==> config.mk <==
export PLATFORM = sky130hd
export DESIGN_NAME = mmu_bus_master
export DESIGN_NICKNAME = d
export VERILOG_FILES = /design/src/rtl/mmu_pkg.sv /design/src/rtl/mmu_req_fifo.sv /design/src/rtl/mmu_bus_master.sv
export SDC_FILE = /design/constraint.sdc
export NUM_CORES = 1
export LEC_CHECK = 0
export CORE_ASPECT_RATIO = 0.7
export CORE_MARGIN = 5
export CORE_UTILIZATION = 50
export CTS_CLUSTER_SIZE = 12
export DETAILED_ROUTE_END_ITERATION = 8
export GPL_ROUTABILITY_DRIVEN = 0
export HOLD_SLACK_MARGIN = 0.05
export PLACE_DENSITY_LB_ADDON = 0.2
export SKIP_CTS_REPAIR_TIMING = 1
export SYNTH_ARGS = -nofsm -noshare
export SYNTH_HDL_FRONTEND = slang
export SYNTH_HIERARCHICAL = 1
export SYNTH_SLANG_ARGS = --single-unit
==> constraint.sdc <==
create_clock -name clk -period 4.5 [get_ports clk]
set_input_delay 1.125 -clock clk [delete_from_list [all_inputs] [get_ports clk]]
set_output_delay 1.125 -clock clk [all_outputs]
set_load 0.05 [all_outputs]
==> src/rtl/mmu_pkg.sv <==
// rtl/mmu_pkg.sv - MMU register map, bus FSM states and queued request record
package mmu_pkg;

    localparam logic [15:0] MMU_CR   = 16'hD500;
    localparam logic [15:0] MMU_PCRA = 16'hD501;
    localparam logic [15:0] MMU_PCRB = 16'hD502;
    localparam logic [15:0] MMU_PCRC = 16'hD503;
    localparam logic [15:0] MMU_PCRD = 16'hD504;
    localparam logic [15:0] MMU_MCR  = 16'hD505;
    localparam logic [15:0] MMU_RCR  = 16'hD506;
    localparam logic [15:0] MMU_P0L  = 16'hD507;
    localparam logic [15:0] MMU_P0H  = 16'hD508;
    localparam logic [15:0] MMU_P1L  = 16'hD509;
    localparam logic [15:0] MMU_P1H  = 16'hD50A;
    localparam logic [15:0] MMU_VR   = 16'hD50B;
    localparam logic [15:0] MMU_LCR  = 16'hFF00;
    localparam logic [15:0] MMU_LCRA = 16'hFF01;
    localparam logic [15:0] MMU_LCRB = 16'hFF02;
    localparam logic [15:0] MMU_LCRC = 16'hFF03;
    localparam logic [15:0] MMU_LCRD = 16'hFF04;

    typedef enum logic [1:0] {
        ST_IDLE,
        ST_SETUP,
        ST_STROBE,
        ST_RELEASE
    } bus_state_t;

    typedef struct packed {
        logic        we;
        logic [15:0] addr;
        logic [7:0]  wdata;
    } mmu_req_t;

    localparam int REQ_W = $bits(mmu_req_t);

endpackage

==> src/rtl/mmu_req_fifo.sv <==
// rtl/mmu_req_fifo.sv - synchronous request FIFO; extra pointer bit separates full from empty
module mmu_req_fifo #(
    parameter int DEPTH = 2,
    parameter int WIDTH = 25
) (
    input  logic             clk,
    input  logic             reset,
    input  logic             i_push,
    input  logic [WIDTH-1:0] i_wdata,
    input  logic             i_pop,
    output logic [WIDTH-1:0] o_rdata,
    output logic             o_full,
    output logic             o_empty
);
    localparam int AW = $clog2(DEPTH);

    logic [WIDTH-1:0] r_mem [DEPTH];
    logic [AW:0]      r_wr_ptr;
    logic [AW:0]      r_rd_ptr;
    logic             w_push;
    logic             w_pop;

    assign o_empty = (r_wr_ptr == r_rd_ptr);
    assign o_full  = (r_wr_ptr[AW] != r_rd_ptr[AW]) &&
                     (r_wr_ptr[AW-1:0] == r_rd_ptr[AW-1:0]);
    assign w_push  = i_push && !o_full;
    assign w_pop   = i_pop && !o_empty;
    assign o_rdata = r_mem[r_rd_ptr[AW-1:0]];

    always_ff @(posedge clk) begin
        if (reset) begin
            r_wr_ptr <= '0;
            r_rd_ptr <= '0;
        end else begin
            if (w_push) r_wr_ptr <= r_wr_ptr + (AW+1)'(1);
            if (w_pop)  r_rd_ptr <= r_rd_ptr + (AW+1)'(1);
        end
    end

    always_ff @(posedge clk) begin
        if (w_push) r_mem[r_wr_ptr[AW-1:0]] <= i_wdata;
    end

endmodule

==> src/rtl/mmu_bus_master.sv <==
// rtl/mmu_bus_master.sv - queued register requests turned into 8502-style bus cycles for the MMU
module mmu_bus_master
    import mmu_pkg::*;
#(
    parameter int          SETUP_CYCLES  = 1,
    parameter int          STROBE_CYCLES = 1,
    parameter int          FIFO_DEPTH    = 2,
    parameter logic [15:0] IDLE_ADDR     = 16'h0000
) (
    input  logic        clk,
    input  logic        reset,
    input  logic        req_valid,
    output logic        req_ready,
    input  logic        req_we,
    input  logic [15:0] req_addr,
    input  logic [7:0]  req_wdata,
    output logic        rsp_valid,
    output logic [15:0] rsp_addr,
    output logic [7:0]  rsp_rdata,
    output logic [15:0] bus_addr,
    output logic        bus_rw,
    output logic [7:0]  bus_dout,
    output logic        bus_doe,
    input  logic [7:0]  bus_din,
    output logic        busy
);
    localparam int MAX_PHASE = (SETUP_CYCLES > STROBE_CYCLES) ? SETUP_CYCLES : STROBE_CYCLES;
    localparam int CW        = $clog2(MAX_PHASE + 1);
    localparam logic [CW-1:0] SETUP_LOAD  = CW'(SETUP_CYCLES - 1);
    localparam logic [CW-1:0] STROBE_LOAD = CW'(STROBE_CYCLES - 1);

    bus_state_t    r_state, w_next_state;
    logic [CW-1:0] r_cnt, w_next_cnt;
    mmu_req_t      w_head, w_new_req;
    logic          w_full, w_empty, w_pop, w_capture;

    logic [15:0]   r_bus_addr, w_next_addr;
    logic          r_bus_rw, w_next_rw;
    logic [7:0]    r_bus_dout, w_next_dout;
    logic          r_bus_doe, w_next_doe;
    logic          r_rsp_valid;
    logic [15:0]   r_rsp_addr;
    logic [7:0]    r_rsp_rdata;

    assign w_new_req = '{we: req_we, addr: req_addr, wdata: req_wdata};

    mmu_req_fifo #(
        .DEPTH (FIFO_DEPTH),
        .WIDTH (REQ_W)
    ) u_req_fifo (
        .clk     (clk),
        .reset   (reset),
        .i_push  (req_valid),
        .i_wdata (w_new_req),
        .i_pop   (w_pop),
        .o_rdata (w_head),
        .o_full  (w_full),
        .o_empty (w_empty)
    );

    always_comb begin
        w_next_state = r_state;
        w_next_cnt   = r_cnt;
        w_next_addr  = r_bus_addr;
        w_next_rw    = r_bus_rw;
        w_next_dout  = r_bus_dout;
        w_next_doe   = r_bus_doe;
        w_pop        = 1'b0;
        w_capture    = 1'b0;
        case (r_state)
            // RELEASE behaves like IDLE for dispatch, giving one idle cycle between accesses
            ST_IDLE, ST_RELEASE: begin
                if (!w_empty) begin
                    w_pop        = 1'b1;
                    w_next_state = ST_SETUP;
                    w_next_cnt   = SETUP_LOAD;
                    w_next_addr  = w_head.addr;
                    w_next_rw    = !w_head.we;
                    w_next_doe   = w_head.we;
                    if (w_head.we) w_next_dout = w_head.wdata;
                end else begin
                    w_next_state = ST_IDLE;
                end
            end
            ST_SETUP: begin
                if (r_cnt == '0) begin
                    w_next_state = ST_STROBE;
                    w_next_cnt   = STROBE_LOAD;
                end else begin
                    w_next_cnt = r_cnt - CW'(1);
                end
            end
            ST_STROBE: begin
                if (r_cnt == '0) begin
                    w_next_state = ST_RELEASE;
                    w_next_cnt   = '0;
                    w_capture    = r_bus_rw;
                    w_next_addr  = IDLE_ADDR;
                    w_next_rw    = 1'b1;
                    w_next_doe   = 1'b0;
                end else begin
                    w_next_cnt = r_cnt - CW'(1);
                end
            end
            default: begin
                w_next_state = ST_IDLE;
            end
        endcase
    end

    always_ff @(posedge clk) begin
        if (reset) begin
            r_state     <= ST_IDLE;
            r_cnt       <= '0;
            r_bus_addr  <= IDLE_ADDR;
            r_bus_rw    <= 1'b1;
            r_bus_dout  <= 8'h00;
            r_bus_doe   <= 1'b0;
            r_rsp_valid <= 1'b0;
            r_rsp_addr  <= 16'h0000;
            r_rsp_rdata <= 8'h00;
        end else begin
            r_state     <= w_next_state;
            r_cnt       <= w_next_cnt;
            r_bus_addr  <= w_next_addr;
            r_bus_rw    <= w_next_rw;
            r_bus_dout  <= w_next_dout;
            r_bus_doe   <= w_next_doe;
            r_rsp_valid <= w_capture;
            if (w_capture) begin
                r_rsp_addr  <= r_bus_addr;
                r_rsp_rdata <= bus_din;
            end
        end
    end

    assign req_ready = !w_full;
    assign busy      = (r_state != ST_IDLE) || !w_empty;
    assign bus_addr  = r_bus_addr;
    assign bus_rw    = r_bus_rw;
    assign bus_dout  = r_bus_dout;
    assign bus_doe   = r_bus_doe;
    assign rsp_valid = r_rsp_valid;
    assign rsp_addr  = r_rsp_addr;
    assign rsp_rdata = r_rsp_rdata;

endmodule

# Word level (Yosys, flattened, before mapping)
# Memory sizes are Yosys's and may differ from the RTL's. A register that Yosys moved wholly into a read port is not among the register bits.
# Index checks and enable logic that the tools add are counted.
[classes] addsub=3 eq_ne=9 n_mux=24 n_bitwise=1 n_reduce_logical=15
[ops] cell="16-bit two-way mux" count=2
[ops] cell="16-bit one-hot mux with 2 select lines" count=1
[ops] cell="1-bit two-way mux" count=15
[ops] cell="2-bit inequality test (second input constant)" count=3
[ops] cell="1-bit one-hot mux with 2 select lines" count=3
[ops] cell="2-bit one-hot mux with 3 select lines" count=1
[ops] cell="3-bit AND reduction" count=2
[ops] cell="2-bit by 1-bit adder with 2-bit output (second input constant)" count=2
[ops] cell="2-bit equality test (second input constant)" count=2
[ops] cell="2-bit two-way mux" count=2
[ops] cell="2-bit nonzero test" count=2
[ops] cell="2-bit OR reduction" count=2
[ops] cell="1-bit logical AND" count=3
[ops] cell="1-bit zero test" count=3
[ops] cell="2-bit by 1-bit equality test with 1-bit output (second input constant)" count=1
[ops] cell="2-bit equality test" count=1
[ops] cell="2-bit zero test" count=1
[ops] cell="2-bit AND reduction" count=1
[ops] cell="1-bit equality test" count=1
[ops] cell="1-bit logical OR" count=1
[ops] cell="1-bit inequality test" count=1
[ops] cell="1-bit NOT" count=1
[ops] cell="1-bit subtractor (second input constant)" count=1
[totals] regBits=58 ramBits=50 inputBits=36 word_cells=64 memories=1
[memory_table] name="u_req_fifo.r_mem" depth=2 width=25 read_ports=1 rd_clocked_by_memory_dff=1 wr=1 line_no="mmu_req_fifo.sv:17" source="logic [WIDTH-1:0] r_mem [DEPTH];"

# Logic depth before layout (Yosys ltp)
[depth] depth_word=6 depth_mapped=7 depth_no_buf=6

# By module
# Netlist, hierarchy kept.
[by_module_without_submodules] mod="mmu_req_fifo" n_inst=1 cells_per_inst=111 area_per_inst_um2=2082.0
[by_module_without_submodules] mod="mmu_bus_master" n_inst=1 cells_per_inst=195 area_per_inst_um2=1858.0

# Least setup slack after synthesis
# OpenSTA, ideal clock, no wires.
[synth_path] path_kind="input to register" from="input req_valid" to="memory u_req_fifo.r_mem[1][0] (enable)" arrival_ns=2.465 t_required_ns=4.085 setup_slack_ns=1.619 cell_stages=2 n_path_buf=0 cell_sequence="nand2_1 -> a21oi_1"
[synth_via] elab_chain_len=3
[synth_lines] element="start: declaration" line_no="mmu_bus_master.sv:12" source="input logic req_valid,"
[synth_lines] element="1-bit logical AND" line_no="mmu_req_fifo.sv:26" source="assign w_push = i_push && !o_full;"
[synth_lines] element="1-bit two-way mux" line_no="mmu_req_fifo.sv:41" source="if (w_push) r_mem[r_wr_ptr[AW-1:0]] <= i_wdata;"
[synth_lines] element="1-bit two-way mux (implied by the code)" line_no="mmu_req_fifo.sv:41"
[synth_lines] element="end: declaration" line_no="mmu_req_fifo.sv:17"
# Every way passes these cells.

# Final worst setup path
[layout_path] from="register u_req_fifo.r_rd_ptr[1]" to="output busy"
[layout_via] elab_chain_len=3
[layout_lines] element="start: declaration" line_no="mmu_req_fifo.sv:19" source="logic [AW:0] r_rd_ptr;"
[layout_lines] element="start signal: assignment" line_no="mmu_req_fifo.sv:36" source="if (w_pop) r_rd_ptr <= r_rd_ptr + (AW+1)'(1);"
[layout_lines] element="2-bit equality test" line_no="mmu_req_fifo.sv:23" source="assign o_empty = (r_wr_ptr == r_rd_ptr);"
[layout_lines] element="net w_empty" line_no="mmu_bus_master.sv:35" source="logic w_full, w_empty, w_pop, w_capture;"
[layout_lines] element="1-bit zero test" line_no="mmu_bus_master.sv:138" source="assign busy = (r_state != ST_IDLE) || !w_empty;"
[layout_lines] element="1-bit logical OR" line_no="mmu_bus_master.sv:138"
[layout_lines] element="end: declaration" line_no="mmu_bus_master.sv:25" source="output logic busy"
# The timed path passes the listed nets, and every way through them passes these cells.

==> impl_metrics.tcl <==
set metrics [dict create \
    run_status "completed" \
    power_density_mw_per_mm2 660 \
    first_pass_iters 4 \
    fin_cells 495 \
    syn_area_sq_mm 0.00394 \
    tightest_slew_ns 1.02 \
    cp-startpoint "u_req_fifo/r_rd_ptr[1]$_SDFFE_PP0P_" \
    start_util_pct 50.7 \
    swShare_pct 38.6 \
    grt_pass1_vias 2551 \
    area_growth_syn_to_layout_pct 30.7 \
    grt_pass1_wl_um 12700 \
    numCtsBuffers 9 \
    track_usage_pct 16.9 \
    cts_sinks 108 \
    dp.cells 479 \
    ys.flop_type "dfxtp_1" \
    end_kind "output pin" \
    hold_violations 0 \
    post-route-min-period_ns 3.36 \
    synthAdderAreaFrac_pct 0.953 \
    clkPwrFrac_pct 21.3 \
    worstReg2RegStart "u_req_fifo/r_rd_ptr[1]$_SDFFE_PP0P_" \
    critPathRequiredTime_ns 3.38 \
    synth_top_family_by_area "multiplexers" \
    drive_above_1_share_pct 11.9 \
    syn_avg_cell_area_sq_um 12.9 \
    dp_hpwl_um 5220 \
    crit_buf_inv 1 \
    crit_type "reg2out" \
    nets 428 \
    cts.clk_slew.worst_paths_ns 0.07 \
    clockBufferDepth 2 \
    max_stage_delay_ns 0.80 \
    p_comb_share_pct 39.4 \
    rsz0062_at_grt "no" \
    fin_crit_sh_pct 74.7 \
    fmax_ghz 0.297 \
    setup_tns_ns 0 \
    finClkSkew_ns 0.00870 \
    drv_cap 0 \
    synth_compound_area_share_pct 8.61 \
    ir_drop_mv 0.466 \
    slew_viol_final 0 \
    fp.dieArea_sq_mm 0.00978 \
    hold_path_class "reg2reg" \
    async_flop_share_pct 0 \
    drc 0 \
    core_sq_mm 0.00777 \
    ys_types 28 \
    ioPinCount 89 \
    hold_start "rsp_addr[0]$_SDFFE_PP0P_" \
    synthMuxAreaShare_pct 9.94 \
    path_cells "xor2_1, nor2_1, nand2_1, clkdlybuf4s50_1" \
    power_frac_seq_pct 39.3 \
    setup_viol_count_final 0 \
    antenna_found_initial 0 \
    synth_xor_area_share_pct 0.857 \
    root_buffer "clkbuf_16" \
    io_buffers 88 \
    clkLatencyLatePin_ns 0.34 \
    die_x_um 116 \
    crit_path_max_fanout 5 \
    via_count 2544 \
    syn-num-nets 345 \
    antennaDiodeCount 0 \
    p_int_w 0.00209 \
    start_kind "register" \
    final_common_cell "clkdlybuf4s50_1" \
    finalWirelength_um 7960 \
    synthSimpleGateAreaFrac_pct 9.37 \
    ys_ff_latch 108 \
    synth-seq-area-share_pct 67.6 \
    final_cell_mix "clkdlybuf4s50_1 (87), dfxtp_1 (58), nand2_1 (55), edfxtp_1 (50), a21oi_1 (26)" \
    yosysWarningCount 6 \
    synth_edf_count 50 \
    viasPerCell 5.14 \
    tritoncts "yes" \
    htree_levels 3 \
    max_slew_margin_pct 31.5 \
    ant_nets 0 \
    grt_overflow 0 \
    syn_inst 306 \
    cp.arrival_ns 2.24 \
    grt_max_degree 46 \
    drt_iter0_markers 148 \
    power.static_leakage_nw 1.79 \
    wl_per_cell_um 16.1 \
    slowest_stage "clkdlybuf4s50_1" \
    switchingPower_w 0.00131 \
    dieHeight_um 84.3 \
    rows 27 \
    cp_top_family "buffers and inverters" \
]
-- power groups by stage --
stage	clock network (W)	registers [W]	logic [W]
after detailed placement	0	0.00136	0.00134
after global routing	0.000774	0.00136	0.00143
after CTS	0.000743	0.00134	0.00135
after global placement	0	0.00135	0.00132
after floorplan	0	0.00169	0.000611
final	0.000724	0.00134	0.00134
-- synth_stat cells (all sizes together) (2+ instances only) --
master   n  area (sq um)
a21oi   28           144
a22o    16           140
a311oi   3          32.5
and2     2          12.5
buf     12          72.6
clkbuf   5          18.8
dfxtp   58          1160
edfxtp  50          1500
ha       3          37.5
inv      4          15.0
mux2    25           282
mux2i   11           110
nand2   55           206
nand2b   3          18.8
nor2    18          67.6
nor2b    2          12.5
nor3b    2          15.0
xor2     2          17.5
-- final timing paths --
check / to / slack, ns / cells past startpoint
max: busy / 1.14 / 4
min: rsp_addr[0]$_SDFFE_PP0P_ / 0.45 / 2
max reg2reg: bus_dout[5]$_SDFFE_PP0P_ / 2.13 / 5
min reg2reg: rsp_addr[0]$_SDFFE_PP0P_ / 0.45 / 2
-- worst register-to-register path, delay by kind of cell (launching register included) --
kind | cells | cell delay (ns)
xor+xnor | 1 | 0.36
flops | 1 | 0.44
mux | 1 | 0.30
simple gates | 3 | 1.12
-- cells by family after synthesis --
kind of cell    Yosys count
buf+inv                  21
fa+ha+maj                 3
compound gates           50
mux                      36
xor+xnor                  3
simple gates             85
flops                   108
-- metrics by stage --
stage | power [W] | utilization, % | setup WS, ns | hold WS, ns | instance area [sq um]
global route | 0.00356 | 66.3 | 0.997 | 0.479 | 5150
finish | 0.00340 | 66.3 | 1.14 | 0.454 | 5150
global placement | 0.00267 | 62.7 | 1.52 | 0.441 | 4870
detailed placement | 0.00270 | 62.7 | 1.47 | 0.448 | 4870
floorplan | 0.00230 | - | 1.62 | 0.526 | 3940
CTS | 0.00343 | 66.3 | 1.11 | 0.459 | 5150
-- layout make-up --
class	count	area, sq um
Sequential cell	108	2660
Fill cell	586	2620
Inverter	4	15.0
Clock inverter	6	46.3
Tap cell	101	126
Multi-Input combinational cell	177	1190
Timing Repair Buffer	89	883
Clock buffer	10	229
-- registers in the layout, indices dropped and copies added (netlist names), named ones only --
register	cells
rsp_valid	1
r_state	2
bus_addr	16
u_req_fifo/r_mem	50
rsp_rdata	8
bus_rw	1
u_req_fifo/r_rd_ptr	2
u_req_fifo/r_wr_ptr	2
bus_dout	8
rsp_addr	16
bus_doe	1
-- routing by layer --
layer	vias up	GRT usage [%]	wire length [um]
li1	1245	-	-
met1	1218	21.7	3620
met2	73	27.6	3730
met3	8	5.48	536
met4	0	4.53	74
met5	-	0	0
Note: power is estimated with default switching activity, not from simulation.
==> edit 1 (same flow settings) <==
The parameter `FIFO_DEPTH` goes from 2 to 8.
--- a/src/rtl/mmu_bus_master.sv
+++ b/src/rtl/mmu_bus_master.sv
@@ -5,5 +5,5 @@
     parameter int          SETUP_CYCLES  = 1,
     parameter int          STROBE_CYCLES = 1,
-    parameter int          FIFO_DEPTH    = 2,
+    parameter int          FIFO_DEPTH    = 8,
     parameter logic [15:0] IDLE_ADDR     = 16'h0000
 ) (
Behaviour: not the same (a bounded check fails within 4 cycles, from zero or initial values and one cycle with reset high).
==> edit 1 against the unedited design <==
- critical path type unchanged
- sequential power is 120% higher
- area after synthesis rose to 2.6 times the old value
- routed wire length rose by 140%
- design area grew 130%
- cell count up 93%
- worst setup slack worse by 0.64 ns
- sequential cell count grew 156
- highest routed layer is now met5
- total power is 86% higher
==> edit 1: results (changes against the unedited design) <==
DR top layer met5; Adder-Cell Fraction of Synth Area 0.619% (-0.33 points); CLK BUF 46 (+36); M3 GR Usage 3.79% (-1.7 points); Cells after DPL 907 (+89%); P_clk 1.96 mW (+170%); RR Startpoint u_req_fifo/r_wr_ptr[2]$_SDFFE_PP0P_; flip-flop and latch count 264 (+140%); Commonest cells post-synth 200 x edfxtp_1, 64 x dfxtp_1, 55 x nand2_1; synth unique cells 40 (+43%); area of the multi-input gates 2680 sq um (+130%); buffering overhead 8.07% (-9.1 points); min-delay src rsp_addr[4]$_SDFFE_PP0P_; peak fanout along the critical path 12 (+7); multiplexer area fraction after synthesis 16.0% (+6.1 points); Non-clk bufs 101 (+13%); #MultiIn Comb 268 (+51%); met2 wire length 8740 microns (+130%); Seq area share 60.4% (+8.7 points); vias 5186 (+100%); hold endpoint rsp_addr[4]$_SDFFE_PP0P_; Leak 3.88 nW (+120%); compound-gate portion of the synthesized area 3.36% (-5.2 points); Reg2Reg Depth 6 (+1); number of global-route vias before repair 5301 (+110%); DR iter-0 viols 318 (+110%); worst path arrival time 2.88 ns (+0.64 ns); core area 19900 sq um (+160%); Worst Skew 0.00974 ns (+0.00105 ns); max incr delay on CP 0.72 ns (-0.08 ns); delay-heaviest family, CP simple AND/OR/NAND/NOR gates; met3 wire len 1490 microns (+180%); first-pass GRT wire length 30400 microns (+140%); post-place setup slack 1.06 ns (-0.415 ns); Clock Path Buffers 3 (+1); synth top area cells edfxtp_1 59%, dfxtp_1 13%, mux4_2 11%, mux2_2 3.3%, nand2_1 2.0%; ys flop type edfxtp_1; M1 GR Usage 24.2% (+2.5 points); initial antenna violation count 1 (+1); reg2reg end bus_addr[5]$_SDFFE_PP0P_; status finished, final reports clean; CTS buffer count 26 (+17); peak supply drop 0.000276 V (-41%); internal power 4.52 mW (+120%); Avg Synthesized Cell Area 17.7 sq um (+38%); max FFs per register 200 (+300%); Worst-Margin Slew 1.11 ns (+0.0876 ns); number of synthesized flops with an enable pin 200 (+300%); clk tree area frac 6.40% (+1.1 points); final WL 19300 microns (+140%); CTS H-Tree Depth 1 (-2); sequential-to-total area share from yosys stat 72.1% (+4.6 points); HPWL Detailed 11600 microns (+120%); WL met1 8730 microns (+140%); xor/xnor cell area share of the yosys netlist 0.694% (-0.16 points)
[edit 1: changes by cell type in the layout (fill, tap and decap cells not counted), moves of 5 or more]
cell	before	now
buf_4	1	13
clkbuf_1	1	17
clkbuf_16	9	27
edfxtp_1	50	200
mux2_2	25	30
mux4_2	0	50
nor2b_1	2	8
[edit 1: worst max-delay path by stage]
stage          slack (ns)                           startpoint                          endpoint
2_1_floorplan        0.16                            req_valid  u_req_fifo/r_mem[3][0]$_DFFE_PP_
4_1_cts              0.50  u_req_fifo/r_wr_ptr[2]$_SDFFE_PP0P_                              busy
5_1_grt              0.28  u_req_fifo/r_wr_ptr[2]$_SDFFE_PP0P_                              busy
6_report             0.50  u_req_fifo/r_wr_ptr[2]$_SDFFE_PP0P_                              busy
3_3_place_gp         1.14  u_req_fifo/r_wr_ptr[2]$_SDFFE_PP0P_                              busy
3_5_place_dp         1.06  u_req_fifo/r_wr_ptr[2]$_SDFFE_PP0P_                              busy
==> edit 2 (same settings) <==
Without the edit above. `r_bus_dout` no longer has a reset.
--- a/src/rtl/mmu_bus_master.sv
+++ b/src/rtl/mmu_bus_master.sv
@@ -115,5 +115,4 @@
             r_bus_addr  <= IDLE_ADDR;
             r_bus_rw    <= 1'b1;
-            r_bus_dout  <= 8'h00;
             r_bus_doe   <= 1'b0;
             r_rsp_valid <= 1'b0;
@@ -125,5 +124,4 @@
             r_bus_addr  <= w_next_addr;
             r_bus_rw    <= w_next_rw;
-            r_bus_dout  <= w_next_dout;
             r_bus_doe   <= w_next_doe;
             r_rsp_valid <= w_capture;
@@ -133,4 +131,8 @@
             end
         end
+    end
+
+    always_ff @(posedge clk) begin
+        r_bus_dout <= w_next_dout;
     end
 
Behaviour: differs if reset is asserted again (counterexample within 4 cycles, from zero or initial values and one cycle with reset high); with reset held inactive, the same outputs for 10 cycles.
==> edit 2 against the unedited design <==
- sequential cell count unchanged
- critical path depth did not move
- count of clock-buffer cells in the layout did not move
- clock skew barely moved
- critical path type unchanged
- routed wire length fell by 3.9%
- area after synthesis shrank 0.92%
- worst setup slack got worse by 0.024 ns
- design area down 2.2%
- register-to-register slack improved by 0.15 ns
- global-route usage hardly changed
- highest routed layer unchanged
- cell count shrank 3.4%
- total power is 5.9% lower
==> edit 2: results (changes against the unedited design) <==
post-place setup slack 1.47 ns (-0.00441 ns); number of global-route vias before repair 2461 (-3.5%); Reg clk slew, reported paths 0.09 ns (+0.02 ns); M1 GR Usage 22.6% (+0.92 points); Cells after DPL 462 (-3.5%); M3 GR Usage 5.51% (+0.032 points); Net count, final 411 (-4.0%); met2 Use GR 26.2% (-1.4 points); hold slack final 0.457 ns (+0.00391 ns); hold endpoint rsp_addr[15]$_SDFFE_PP0P_; worst path arrival time 2.26 ns (+0.02 ns); synth unique cells 29 (+3.6%); Commonest cells post-synth 58 x edfxtp_1, 54 x nand2_1, 50 x dfxtp_1; root buf cell clkbuf_8; DR iter-0 viols 95 (-36%); compound-gate portion of the synthesized area 8.78% (+0.18 points); status finished, final reports clean; Switch Pwr 1.24 mW (-5.2%); Gate Count Post-Synth 288 (-5.9%); Leak 1.72 nW (-3.8%); non-filler cells, final 478 (-3.4%); Reg2Reg Depth 2 (-3); R2R setup slack 2.28 ns (+0.15 ns); Synth Net Count 327 (-5.2%); sequential-to-total area share from yosys stat 70.3% (+2.7 points); synth top area cells edfxtp_1 45%, dfxtp_1 26%, mux2_2 7.2%, nand2_1 5.2%, a22o_1 3.6%; HPWL Detailed 5170 microns (-0.99%)
-- edit 2: layer usage --
layer  wire, microns  part of all wire, %
met2            3520                   46
met4              67                 0.88
met5               0                    0
met3             502                  6.6
met1            3560                   47
-- edit 2: worst max path at each step --
stage,endpoint,from
after CTS,busy,u_req_fifo/r_rd_ptr[1]$_SDFFE_PP0P_
after floorplan,u_req_fifo/r_mem[1][0]$_DFFE_PP_,req_valid
after global placement,u_req_fifo/r_mem[0][14]$_DFFE_PP_,req_valid
final,busy,u_req_fifo/r_rd_ptr[1]$_SDFFE_PP0P_
after global routing,busy,u_req_fifo/r_rd_ptr[1]$_SDFFE_PP0P_
after detailed placement,bus_addr[3]$_SDFFE_PP0P_,reset
-- edit 2: cell type report --
type	instances	area, sq um	area share [%]
Clock buffer	10	128	2.53
Clock inverter	6	63.8	1.27
Inverter	4	15.0	0.298
Multi-Input combinational cell	160	1070	21.3
Sequential cell	108	2740	54.5
Tap cell	101	126	2.51
Timing Repair Buffer	89	888	17.6
